<file path="src/rtl/bf_mult_pkg.sv">
`default_nettype none
// ============================================================================
// Module      : bf_mult_pkg
// Description : Shared exception-flag bit positions and canonical NaN helper
//               for the approximate multiplier output path.
// Revision    : 1.0 - initial release
// ============================================================================
package bf_mult_pkg;

    localparam int FLAG_INVALID   = 3;
    localparam int FLAG_OVERFLOW  = 2;
    localparam int FLAG_UNDERFLOW = 1;
    localparam int FLAG_INEXACT   = 0;

    // Quiet NaN {0, all-ones exponent, fraction MSB set}, right-aligned in 64 bits.
    function automatic logic [63:0] canonical_nan(input int exp_w, input int man_w);
        logic [63:0] v;
        v = ((64'd1 << exp_w) - 64'd1) << man_w;
        v = v | (64'd1 << (man_w - 1));
        return v;
    endfunction

endpackage
`default_nettype wire

</file>
<file path="src/rtl/round_pack_pipe_rnd_unit.sv">
`default_nettype none
// ============================================================================
// Module      : rnd_unit
// Description : Combinational rounding of a normalised fraction with LOW_W
//               extra bits; reports carry-out, kept fraction and inexact.
//               Rounding mode selected by ROUND_NEAREST_EN (truncate if unset).
// Revision    : 1.0 - initial release
// ============================================================================
module rnd_unit
    import bf_mult_pkg::*;
#(
    parameter int MAN_W = 7,
    parameter int LOW_W = 10
) (
    input  logic [MAN_W+LOW_W-1:0] i_man,
    output logic                   o_carry,
    output logic [MAN_W-1:0]       o_frac,
    output logic                   o_inexact
);

    logic             w_guard;
    logic             w_sticky;
    logic             w_inc;
    logic [MAN_W-1:0] w_kept;
    logic [MAN_W:0]   w_sum;

    assign w_guard  = i_man[LOW_W-1];
    assign w_sticky = |i_man[LOW_W-2:0];
    assign w_kept   = i_man[MAN_W+LOW_W-1:LOW_W];

`ifdef ROUND_NEAREST_EN
    logic w_lsb;
    assign w_lsb = i_man[LOW_W];
    assign w_inc = w_guard & (w_sticky | w_lsb);
`else
    assign w_inc = 1'b0;
`endif

    // A carry-out leaves the low MAN_W bits at zero, which is the required fraction.
    assign w_sum     = {1'b0, w_kept} + {{MAN_W{1'b0}}, w_inc};
    assign o_carry   = w_sum[MAN_W];
    assign o_frac    = w_sum[MAN_W-1:0];
    assign o_inexact = w_guard | w_sticky;

endmodule
`default_nettype wire

</file>
<file path="src/rtl/round_pack_pipe.sv">
`default_nettype none
// ============================================================================
// Module      : round_pack_pipe
// Description : Two-stage valid/ready round, classify and pack stage with
//               sticky exception flags. ROUND_NEAREST_EN selects RNE rounding.
// Revision    : 1.0 - initial release
// ============================================================================
module round_pack_pipe
    import bf_mult_pkg::*;
#(
    parameter int EXP_W = 8,
    parameter int MAN_W = 7,
    parameter int LOW_W = 10
) (
    input  logic                   clk,
    input  logic                   rst,
    input  logic                   in_valid,
    output logic                   in_ready,
    input  logic [EXP_W+1:0]       in_exp,
    input  logic [MAN_W+LOW_W-1:0] in_man,
    input  logic                   in_sign,
    input  logic                   in_nan,
    input  logic                   in_inf,
    output logic                   out_valid,
    input  logic                   out_ready,
    output logic [EXP_W+MAN_W:0]   out_word,
    output logic [3:0]             out_flags,
    output logic [3:0]             sticky_flags,
    input  logic                   flag_clr
);

    localparam int                      c_word_w    = 1 + EXP_W + MAN_W;
    localparam logic [63:0]             c_qnan_full = canonical_nan(EXP_W, MAN_W);
    localparam logic [c_word_w-1:0]     c_qnan      = c_qnan_full[c_word_w-1:0];
    localparam logic signed [EXP_W+1:0] c_exp_ovf   = {2'b00, {EXP_W{1'b1}}};
    localparam logic signed [EXP_W+1:0] c_exp_zero  = '0;

    logic                    w_carry;
    logic [MAN_W-1:0]        w_frac;
    logic                    w_inexact;
    logic [EXP_W+1:0]        w_rnd_exp;
    logic                    w_s1_load;
    logic                    w_s2_load;
    logic                    w_xfer;
    logic [c_word_w-1:0]     w_word;
    logic [3:0]              w_flags;

    logic                    r_s1_valid;
    logic signed [EXP_W+1:0] r_s1_exp;
    logic [MAN_W-1:0]        r_s1_frac;
    logic                    r_s1_sign;
    logic                    r_s1_nan;
    logic                    r_s1_inf;
    logic                    r_s1_inexact;
    logic                    r_s1_nz;
    logic                    r_s2_valid;
    logic [c_word_w-1:0]     r_out_word;
    logic [3:0]              r_out_flags;
    logic [3:0]              r_sticky;

    rnd_unit #(
        .MAN_W (MAN_W),
        .LOW_W (LOW_W)
    ) u_rnd (
        .i_man     (in_man),
        .o_carry   (w_carry),
        .o_frac    (w_frac),
        .o_inexact (w_inexact)
    );

    // Stage 1 may refill whenever its content moves on or it is empty.
    assign w_s2_load = !r_s2_valid | out_ready;
    assign w_s1_load = !r_s1_valid | w_s2_load;
    assign in_ready  = w_s1_load;
    assign w_xfer    = r_s2_valid & out_ready;
    assign w_rnd_exp = in_exp + {{(EXP_W+1){1'b0}}, w_carry};

    always_ff @(posedge clk) begin
        if (rst) begin
            r_s1_valid   <= 1'b0;
            r_s1_exp     <= '0;
            r_s1_frac    <= '0;
            r_s1_sign    <= 1'b0;
            r_s1_nan     <= 1'b0;
            r_s1_inf     <= 1'b0;
            r_s1_inexact <= 1'b0;
            r_s1_nz      <= 1'b0;
        end else if (w_s1_load) begin
            r_s1_valid <= in_valid;
            if (in_valid) begin
                r_s1_exp     <= w_rnd_exp;
                r_s1_frac    <= w_frac;
                r_s1_sign    <= in_sign;
                r_s1_nan     <= in_nan;
                r_s1_inf     <= in_inf;
                r_s1_inexact <= w_inexact;
                r_s1_nz      <= |in_man;
            end
        end
    end

    always_comb begin
        w_word                = {r_s1_sign, r_s1_exp[EXP_W-1:0], r_s1_frac};
        w_flags               = '0;
        w_flags[FLAG_INEXACT] = r_s1_inexact;
        if (r_s1_nan) begin
            w_word                = c_qnan;
            w_flags               = '0;
            w_flags[FLAG_INVALID] = 1'b1;
        end else if (r_s1_inf) begin
            w_word  = {r_s1_sign, {EXP_W{1'b1}}, {MAN_W{1'b0}}};
            w_flags = '0;
        end else if (r_s1_exp >= c_exp_ovf) begin
            w_word                 = {r_s1_sign, {EXP_W{1'b1}}, {MAN_W{1'b0}}};
            w_flags[FLAG_OVERFLOW] = 1'b1;
            w_flags[FLAG_INEXACT]  = 1'b1;
        end else if (r_s1_exp <= c_exp_zero) begin
            w_word                  = {r_s1_sign, {(EXP_W+MAN_W){1'b0}}};
            w_flags[FLAG_UNDERFLOW] = 1'b1;
            w_flags[FLAG_INEXACT]   = r_s1_nz;
        end
    end

    always_ff @(posedge clk) begin
        if (rst) begin
            r_s2_valid  <= 1'b0;
            r_out_word  <= '0;
            r_out_flags <= '0;
        end else if (w_s2_load) begin
            r_s2_valid <= r_s1_valid;
            if (r_s1_valid) begin
                r_out_word  <= w_word;
                r_out_flags <= w_flags;
            end
        end
    end

    // A clear coinciding with a transfer keeps only that transfer's flags.
    always_ff @(posedge clk) begin
        if (rst) begin
            r_sticky <= '0;
        end else if (flag_clr) begin
            r_sticky <= w_xfer ? r_out_flags : 4'b0000;
        end else if (w_xfer) begin
            r_sticky <= r_sticky | r_out_flags;
        end
    end

    assign out_valid    = r_s2_valid;
    assign out_word     = r_out_word;
    assign out_flags    = r_out_flags;
    assign sticky_flags = r_sticky;

endmodule
`default_nettype wire

</file>
<file path="config.mk">
export PLATFORM = sky130hd
export DESIGN_NAME = round_pack_pipe
export DESIGN_NICKNAME = d
export VERILOG_FILES = /design/src/rtl/bf_mult_pkg.sv /design/src/rtl/round_pack_pipe_rnd_unit.sv /design/src/rtl/round_pack_pipe.sv
export SDC_FILE = /design/constraint.sdc
export NUM_CORES = 1
export LEC_CHECK = 0
export ABC_AREA = 1
export CAP_MARGIN = 20
export CELL_PAD_IN_SITES_DETAIL_PLACEMENT = 0
export CELL_PAD_IN_SITES_GLOBAL_PLACEMENT = 1
export CORE_ASPECT_RATIO = 1.5
export CORE_MARGIN = 8
export CORE_UTILIZATION = 35
export DETAILED_ROUTE_END_ITERATION = 16
export GPL_TIMING_DRIVEN = 0
export HOLD_SLACK_MARGIN = 0.05
export PLACE_DENSITY = 0.95
export SKIP_CTS_REPAIR_TIMING = 1
export SLEW_MARGIN = 30
export SYNTH_ARGS = -nofsm -noshare
export SYNTH_HDL_FRONTEND = slang
export SYNTH_SLANG_ARGS = --single-unit
</file>
<file path="constraint.sdc">
create_clock -name clk -period 2.5 [get_ports clk]
set_input_delay 0.5 -clock clk [delete_from_list [all_inputs] [get_ports clk]]
set_output_delay 0.5 -clock clk [all_outputs]
set_load 0.005 [all_outputs]
</file>
* Word-level counts from Yosys, hierarchy flattened
Cells that the tools add are included.
** Operators by class
- $add $sub $neg :: 0
- Multiply operators :: 0
- Div/mod/pow operators :: 0
- $lt $le $gt $ge :: 2
- Equal/unequal tests :: 0
- Shifts and indexed selects :: 0
- Multiplexer cells :: 13
- Bitwise logic cells :: 5
- Reduce and logical (&&, ||, !) cells :: 7
** Operators by type and width (number)
- $mux 15 :: 3
- $reduce_or 17->1 :: 1
- $mux 16 :: 1
- $mux 4 :: 4
- $ge 10x9->1 const B :: 1
- $le 10x1->1 const B :: 1
- $reduce_or 9->1 :: 1
- $or 4x4->4 :: 1
- $reduce_and 2->1 :: 2
- $mux 1 :: 3
- $mux 3 :: 1
- $or 1x1->1 :: 3
- $logic_not 1->1 :: 2
- $mux 2 :: 1
- $reduce_bool 2->1 :: 1
- $and 1x1->1 :: 1
** Storage, ports and cells
- Bits in registers :: 48
- Bits in latches :: 0
- Bits in writable memories :: 0
- ROM bits :: 0
- Input port bits :: 35
- Output and inout port bits :: 26
- Word-level logic and storage cells :: 39
- Memories kept :: 0

* Depth between registers and ports, before layout
Gate-level depths: netlist (run 1).
- Word-level depth :: 5
- Gate-level depth with buffers :: 8
- Gate-level depth less buffers :: 8

* Modules after synthesis
A second synthesis (run 1) with hierarchy kept.
** Second synthesis, totals
- Cell total of the unflattened synthesis :: 307
- Area total of the unflattened synthesis :: 2287.2 um2
** Modules (own cells, without submodules)
- round_pack_pipe :: instances 1, cells an instance 289, area an instance 2184.6 um2, sequential area each 960.9 um2
- rnd_unit :: instances 1, cells an instance 18, area an instance 102.6 um2, sequential area each 0.0 um2

* Worst setup path before layout (run 1)
OpenSTA, ideal clock, no wires.
- Kind :: input-to-reg
- From :: input rst
- To :: register r_out_word[14], in the netlist out_word[14]
- Library setup time :: 113 ps
- Data arrival time :: 1176 ps
- Required time :: 2387 ps
- Setup slack :: 1211 ps
- Stages on the path :: 5
- Path buffers :: 2
- Path through :: clkbuf_1 -> clkbuf_1 -> nor2_1 -> o21ai_1 -> inv_1
** RTL lines
- from (decl) :: RTL line round_pack_pipe.sv:16 : input logic rst,
- to (signal assigned) :: RTL line round_pack_pipe.sv:132 : r_out_word <= w_word;
- to (decl) :: RTL line round_pack_pipe.sv:57 : logic [c_word_w-1:0] r_out_word;

* Worst setup path in the final report (run 1)
- From :: input out_ready
- To :: output in_ready
** On the way
- Cells in the longest elaborated chain, start to end :: 2
** RTL lines
- from (decl) :: RTL line round_pack_pipe.sv:25 : input logic out_ready,
- $or 1x1->1 :: RTL line round_pack_pipe.sv:72 : assign w_s2_load = !r_s2_valid | out_ready;
- $or 1x1->1 :: RTL line round_pack_pipe.sv:73 : assign w_s1_load = !r_s1_valid | w_s2_load;
- to (decl) :: RTL line round_pack_pipe.sv:18 : output logic in_ready,
Every way passes these cells.

==> results.txt, run 1 <==
Status = finished clean
LEAKAGE = 0.00111 uW
Delay-heaviest family, CP = buffers and inverters
Synthesized instance count = 260
CP Class = input pin to primary output
Die area = 8230 um^2
Setup-failing EPs final = 0
# port buffers = 59
ANT nets after route = 0
Final Hold Fails = 0
Clock root buffer = clkbuf_8
Crit-path cells = clkdlybuf4s50_1, inv_1, nand3_2, clkdlybuf4s50_1
Bufs on Longest Clock Path = 2
Fmax achieved = 0.468 GHz
CTS sink count = 48
Tcrit/Tclk final = 85.5%
CP Buf/Inv Count = 3
First-pass GRT wire length = 8130 um
CP Max Fanout = 3
Crit. End Element = primary output
Vias per cell = 4.64
Worst-Margin Slew = 0.516 ns
Synth warnings = 0
Final slew viol count = 0
CP max-delay cell = clkdlybuf4s50_1
Clock buffer count from CTS = 5
# H-tree levels = 2
Sw frac = 24.8%
Initial antenna violation count = 0
RSZ-0062 raised after global routing = false
Int Pwr = 1230 uW
Largest net degree at the start of global routing = 16
Final nets = 361
Reg clk slew, reported paths = 0.08 ns
Yosys reg bits = 48
Count of cell types in the netlist = 23
All-Layer GR Usage = 12.0%
Worst Path Required = 2.00 ns
IO Count = 61
Comb pwr share = 15.4%
Initial Utilization = 35.9%
Drt pass-1 iters = 4
DR iter-0 viols = 91
Setup TNS Final = 0 ns
Net Count, Synth = 295
DR vias = 1,842
FP Rows = 33
Final HPWL DP = 3970 um
Worst skew pair latency = 0.30 ns
Area grow syn2layout = 40.7%
DR WL/cell = 12.2 um
Number of global-route vias before repair = 1,789
Hold Crit Class = flop to flop
Most used cell, CP = clkdlybuf4s50_1
Max_cap viols = 0
Grt ovf = 0
Core region area = 5410 um^2
Share of cells above drive strength 1 = 9.17%
Sequential power share = 51.1%
Clk pwr share = 33.5%
Die Ht = 107 um
Die Wd = 76.8 um
DRC Markers = 0
Power density cells = 600 nW/um^2
CP max stage delay = 0.52 ns
Routability congestion estimate from global placement = 0.852
Detailed Route WL = 4860 um
Pre-CTS setup slack = 0.364 ns
Final Critical Period = 2.14 ns
Fin Clk Skew = 0.00954 ns
Avg Inst Size Synth = 7.46 um^2
CTS tree = built
VDD IR max = 0.000241 V
Startpoint types = input pin
Slew headroom = 65.6%
NetSw = 407 uW
Mapped cell area = 1940 um^2
Final worst setup slack = 0.362 ns
Worst endpoint data arrival time = 1.64 ns
Register area share after synthesis = 49.5%
Inserted Diodes = 0
-- worst paths after layout --
kind | start | to | slack, ns | depth (start not counted)
max | out_ready | in_ready | 0.36 | 4
min | sticky_flags[1] | sticky_flags[1] | 0.47 | 2
max reg2reg | r_s1_exp[4] | out_flags[0] | 1.26 | 8
min reg2reg | sticky_flags[1] | sticky_flags[1] | 0.47 | 2
-- placed cells by master, fill, tap and decap left out --
| cell | count |
|---|---|
| clkdlybuf4s50_1 | 59 |
| nor2_1 | 54 |
| dfxtp_1 | 48 |
| nand2_1 | 36 |
| a21oi_1 | 28 |
| inv_1 | 21 |
| o21ai_1 | 17 |
| o21ai_0 | 12 |
| nand4_1 | 8 |
| inv_2 | 6 |
| nand3_1 | 5 |
| buf_2 | 5 |
| clkbuf_1 | 5 |
| clkbuf_8 | 5 |
| nand2_2 | 3 |
| nand3_2 | 2 |
| nor3_1 | 2 |
| nor2_4 | 1 |
| nand2_4 | 1 |
| or2_4 | 1 |
| nor2_8 | 1 |
| a21oi_2 | 1 |
| a211oi_1 | 1 |
| nor4_2 | 1 |
| a22oi_1 | 1 |
| clkinv_2 | 1 |
| clkinvlp_4 | 1 |
| bufinv_16 | 1 |
-- synth_stat cells, drive strengths merged --
library cell  number  area share, %
nor4               1           0.64
o21ai             29            7.5
a211oi             1           0.39
inv               27            5.2
nor2              56             12
nor3               2           0.52
buf                5            1.3
a22oi              1           0.39
nand4              8            2.6
clkbuf             5           0.97
or2                1           0.45
nand3              7            2.3
nand2             40            8.5
a21oi             29            7.7
dfxtp             48             50
-- final cells by class --
cell class / count / area (um^2)
Tap cell: 70 / 87.6
Fill cell: 533 / 2680
Timing Repair Buffer: 59 / 591
Multi-Input combinational cell: 175 / 835
Sequential cell: 48 / 961
Clock inverter: 3 / 42.5
Inverter: 27 / 101
Clock buffer: 5 / 68.8
Buffer: 10 / 43.8
-- metrics by stage --
step	total power [uW]	instances	cell area [um^2]	hold WS, ns	utilization, %
5_1_grt	1710	397	2730	0.487	50.5
2_1_floorplan	983	260	1940	0.445	-
4_1_cts	1650	397	2730	0.468	50.5
6_report	1640	397	2730	0.466	50.5
3_3_place_gp	1110	389	2620	0.450	48.4
3_5_place_dp	1110	389	2620	0.455	48.4
-- layer usage --
metal / share of wire, % / track usage (%) / vias to the layer above
li1: - / - / 971
met1: 39 / 11.7 / 816
met2: 52 / 21.8 / 46
met3: 6.4 / 4.10 / 9
met4: 2.4 / 6.35 / 0
met5: 0 / 0 / -
-- worst min-delay path, delay by kind of cell, from the launching register on --
kind / cells / cell delay, ns
compound gates: 1 / 0.05
flops: 1 / 0.31
simple gates: 1 / 0.06
-- power groups by stage --
stage	clock, uW	sequential, uW	combinational [uW]
floorplan	0	851	132
global placement	0	854	252
detailed placement	0	856	254
CTS	561	838	255
global route	589	843	282
finish	549	837	252
-- registers in the layout, indices dropped and copies added, names as in the netlist, 4 cells and up --
| name | cells |
|---|---|
| r_s1_frac | 7 |
| out_flags | 4 |
| out_word | 16 |
| r_s1_exp | 10 |
| sticky_flags | 4 |
-- kinds of logic after synthesis --
logic type             after synthesis  synth area share (%)
AO/OA/AOI/OAI                       60                  15.9
flip-flops                          48                  49.5
AND/OR/NAND/NOR                    115                  27.1
buffers and inverters               37                  7.48
Note: power is estimated with default switching activity, not from simulation.
==> inputs of run 2 (changes only) <==
--- a/config.mk
+++ b/config.mk
@@ -9,7 +9,6 @@
 export CAP_MARGIN = 20
 export CELL_PAD_IN_SITES_DETAIL_PLACEMENT = 0
 export CELL_PAD_IN_SITES_GLOBAL_PLACEMENT = 1
-export CORE_ASPECT_RATIO = 1.5
 export CORE_MARGIN = 8
 export CORE_UTILIZATION = 35
 export DETAILED_ROUTE_END_ITERATION = 16
==> results.txt, run 2 (same netlist as run 1, synthesis figures left out) <==
Status = finished clean
Startpoint types = input pin
Core region area = 5440 um^2
Detailed Route WL = 4830 um
Die area = 8180 um^2
R2R Setup Slk = 1.22 ns
Most used cell, CP = clkdlybuf4s50_1
CP max-delay cell = clkdlybuf4s50_1
Int Pwr = 1160 uW
LEAKAGE = 0.00110 uW
DR iter-0 viols = 104
Tcrit/Tclk final = 84.9%
Commonest non-fill, non-tap cell in the layout = clkdlybuf4s50_1
All-Layer GR Usage = 11.8%
Met3 Track Usage GR = 4.16%
CTS tree = built
Drt pass-1 iters = 4
Final nets = 361
Fillers = 550
Hold path depth = 2
Worst endpoint data arrival time = 1.62 ns
DR vias = 1,862
FP Rows = 27
Clock buffer count from CTS = 5
Share of cells above drive strength 1 = 8.87%
Final slew viol count = 0
Final worst setup slack = 0.377 ns
Hold Crit Class = flop to flop
Reg2Reg Depth = 8
First-pass GRT wire length = 8070 um
VDD IR max = 0.000247 V
# H-tree levels = 2
Grt ovf = 0
Clk pwr share = 30.2%
Comb pwr share = 16.2%
Reg clk slew, reported paths = 0.08 ns
Pre-CTS setup slack = 0.377 ns
ANT nets after route = 0
Fin Clk Skew = 0.00499 ns
Met1 usage in global routing = 13.6%
Number of global-route vias before repair = 1,787
Initial antenna violation count = 0
# port buffers = 59
Worst Path Required = 2.00 ns
CP Max Fanout = 3
Fmax achieved = 0.471 GHz
Vias per cell = 4.67
Power density cells = 575 nW/um^2
Sw frac = 25.7%
Setup-failing EPs final = 0
Commonest cells after routing, fill and taps aside = clkdlybuf4s50_1, nor2_1, dfxtp_1, nand2_1, a21oi_1
Largest net degree at the start of global routing = 15
Final HPWL DP = 3830 um
Final Hold Fails = 0
Final Critical Period = 2.12 ns
Bufs on Longest Clock Path = 2
Sequential power share = 53.5%
GR Util met2 = 19.5%
Crit-path cells = clkdlybuf4s50_1, inv_1, nand3_2, clkdlybuf4s50_1
Inserted Diodes = 0
Setup TNS Final = 0 ns
Routability congestion estimate from global placement = 0.866
Final cell count without fillers = 399
Worst-Margin Slew = 0.496 ns
Die Ht = 90.5 um
Busiest grt layer = met2
Die Wd = 90.5 um
CTS sink count = 48
Placed cell count = 391
RSZ-0062 raised after global routing = false
CP Class = input pin to primary output
Initial Utilization = 35.7%
Crit. End Element = primary output
Max_cap viols = 0
Slew headroom = 67.0%
IO Count = 61
Number of flip-flops in the largest register = 16
Worst skew pair latency = 0.29 ns
NetSw = 401 uW
CP max stage delay = 0.50 ns
Area grow syn2layout = 39.9%
DRC Markers = 0
Clock root buffer = clkbuf_8
DR WL/cell = 12.1 um
==> run 2: changes by cell type in the layout (fill, tap and decap cells not counted) <==
cell and delta:
bufinv_16 -1, clkbuf_1 +1, clkbuf_8 +1, clkinv_2 -1
==> run 2: worst paths after layout <==
kind	startpoint	end
setup / recovery	out_ready	in_ready
hold / removal	sticky_flags[2]	sticky_flags[2]
setup reg to reg	r_s1_exp[4]	out_flags[0]
hold reg to reg	sticky_flags[2]	sticky_flags[2]
==> run 2: layout make-up <==
class                   instances  area (um^2)  share of cell area, %
plain buffers                  10         43.8                   1.61
repair buffers                 59          591                   21.8
flip-flops and latches         48          961                   35.4
clock inverters                 1         7.51                  0.276
well taps                      72         90.1                   3.32
inverters                      27          101                   3.73
clock buffers                   7         86.3                   3.18
multi-input cells             175          835                   30.7
==> run 2: through the flow <==
step | utilization (%) | total power [uW] | hold slack [ns] | cell area (um^2)
after detailed placement | 48.2 | 1110 | 0.456 | 2620
after CTS | 49.9 | 1580 | 0.470 | 2720
after global routing | 49.9 | 1640 | 0.491 | 2720
after floorplan | - | 983 | 0.445 | 1940
after global placement | 48.2 | 1110 | 0.452 | 2620
final | 49.9 | 1560 | 0.465 | 2720
==> run 2: worst max-delay path, delay by kind of cell <==
family        cells  cell delay, ns
simple gates      1            0.08
buf+inv           3            1.04
==> run 2: power by group through the flow <==
| stage | Clock [uW] | Combinational (uW) | Sequential, uW |
|---|---|---|---|
| finish | 472 | 254 | 836 |
| global route | 510 | 284 | 842 |
| CTS | 484 | 258 | 836 |
| detailed placement | 0 | 256 | 854 |
| global placement | 0 | 253 | 853 |
| floorplan | 0 | 132 | 851 |
==> run 2: per-layer routing <==
metal	part of all wire, %	vias to the layer above
met5	0	-
met3	7.0	6
met4	1.3	0
li1	-	972
met2	45	54
met1	47	830
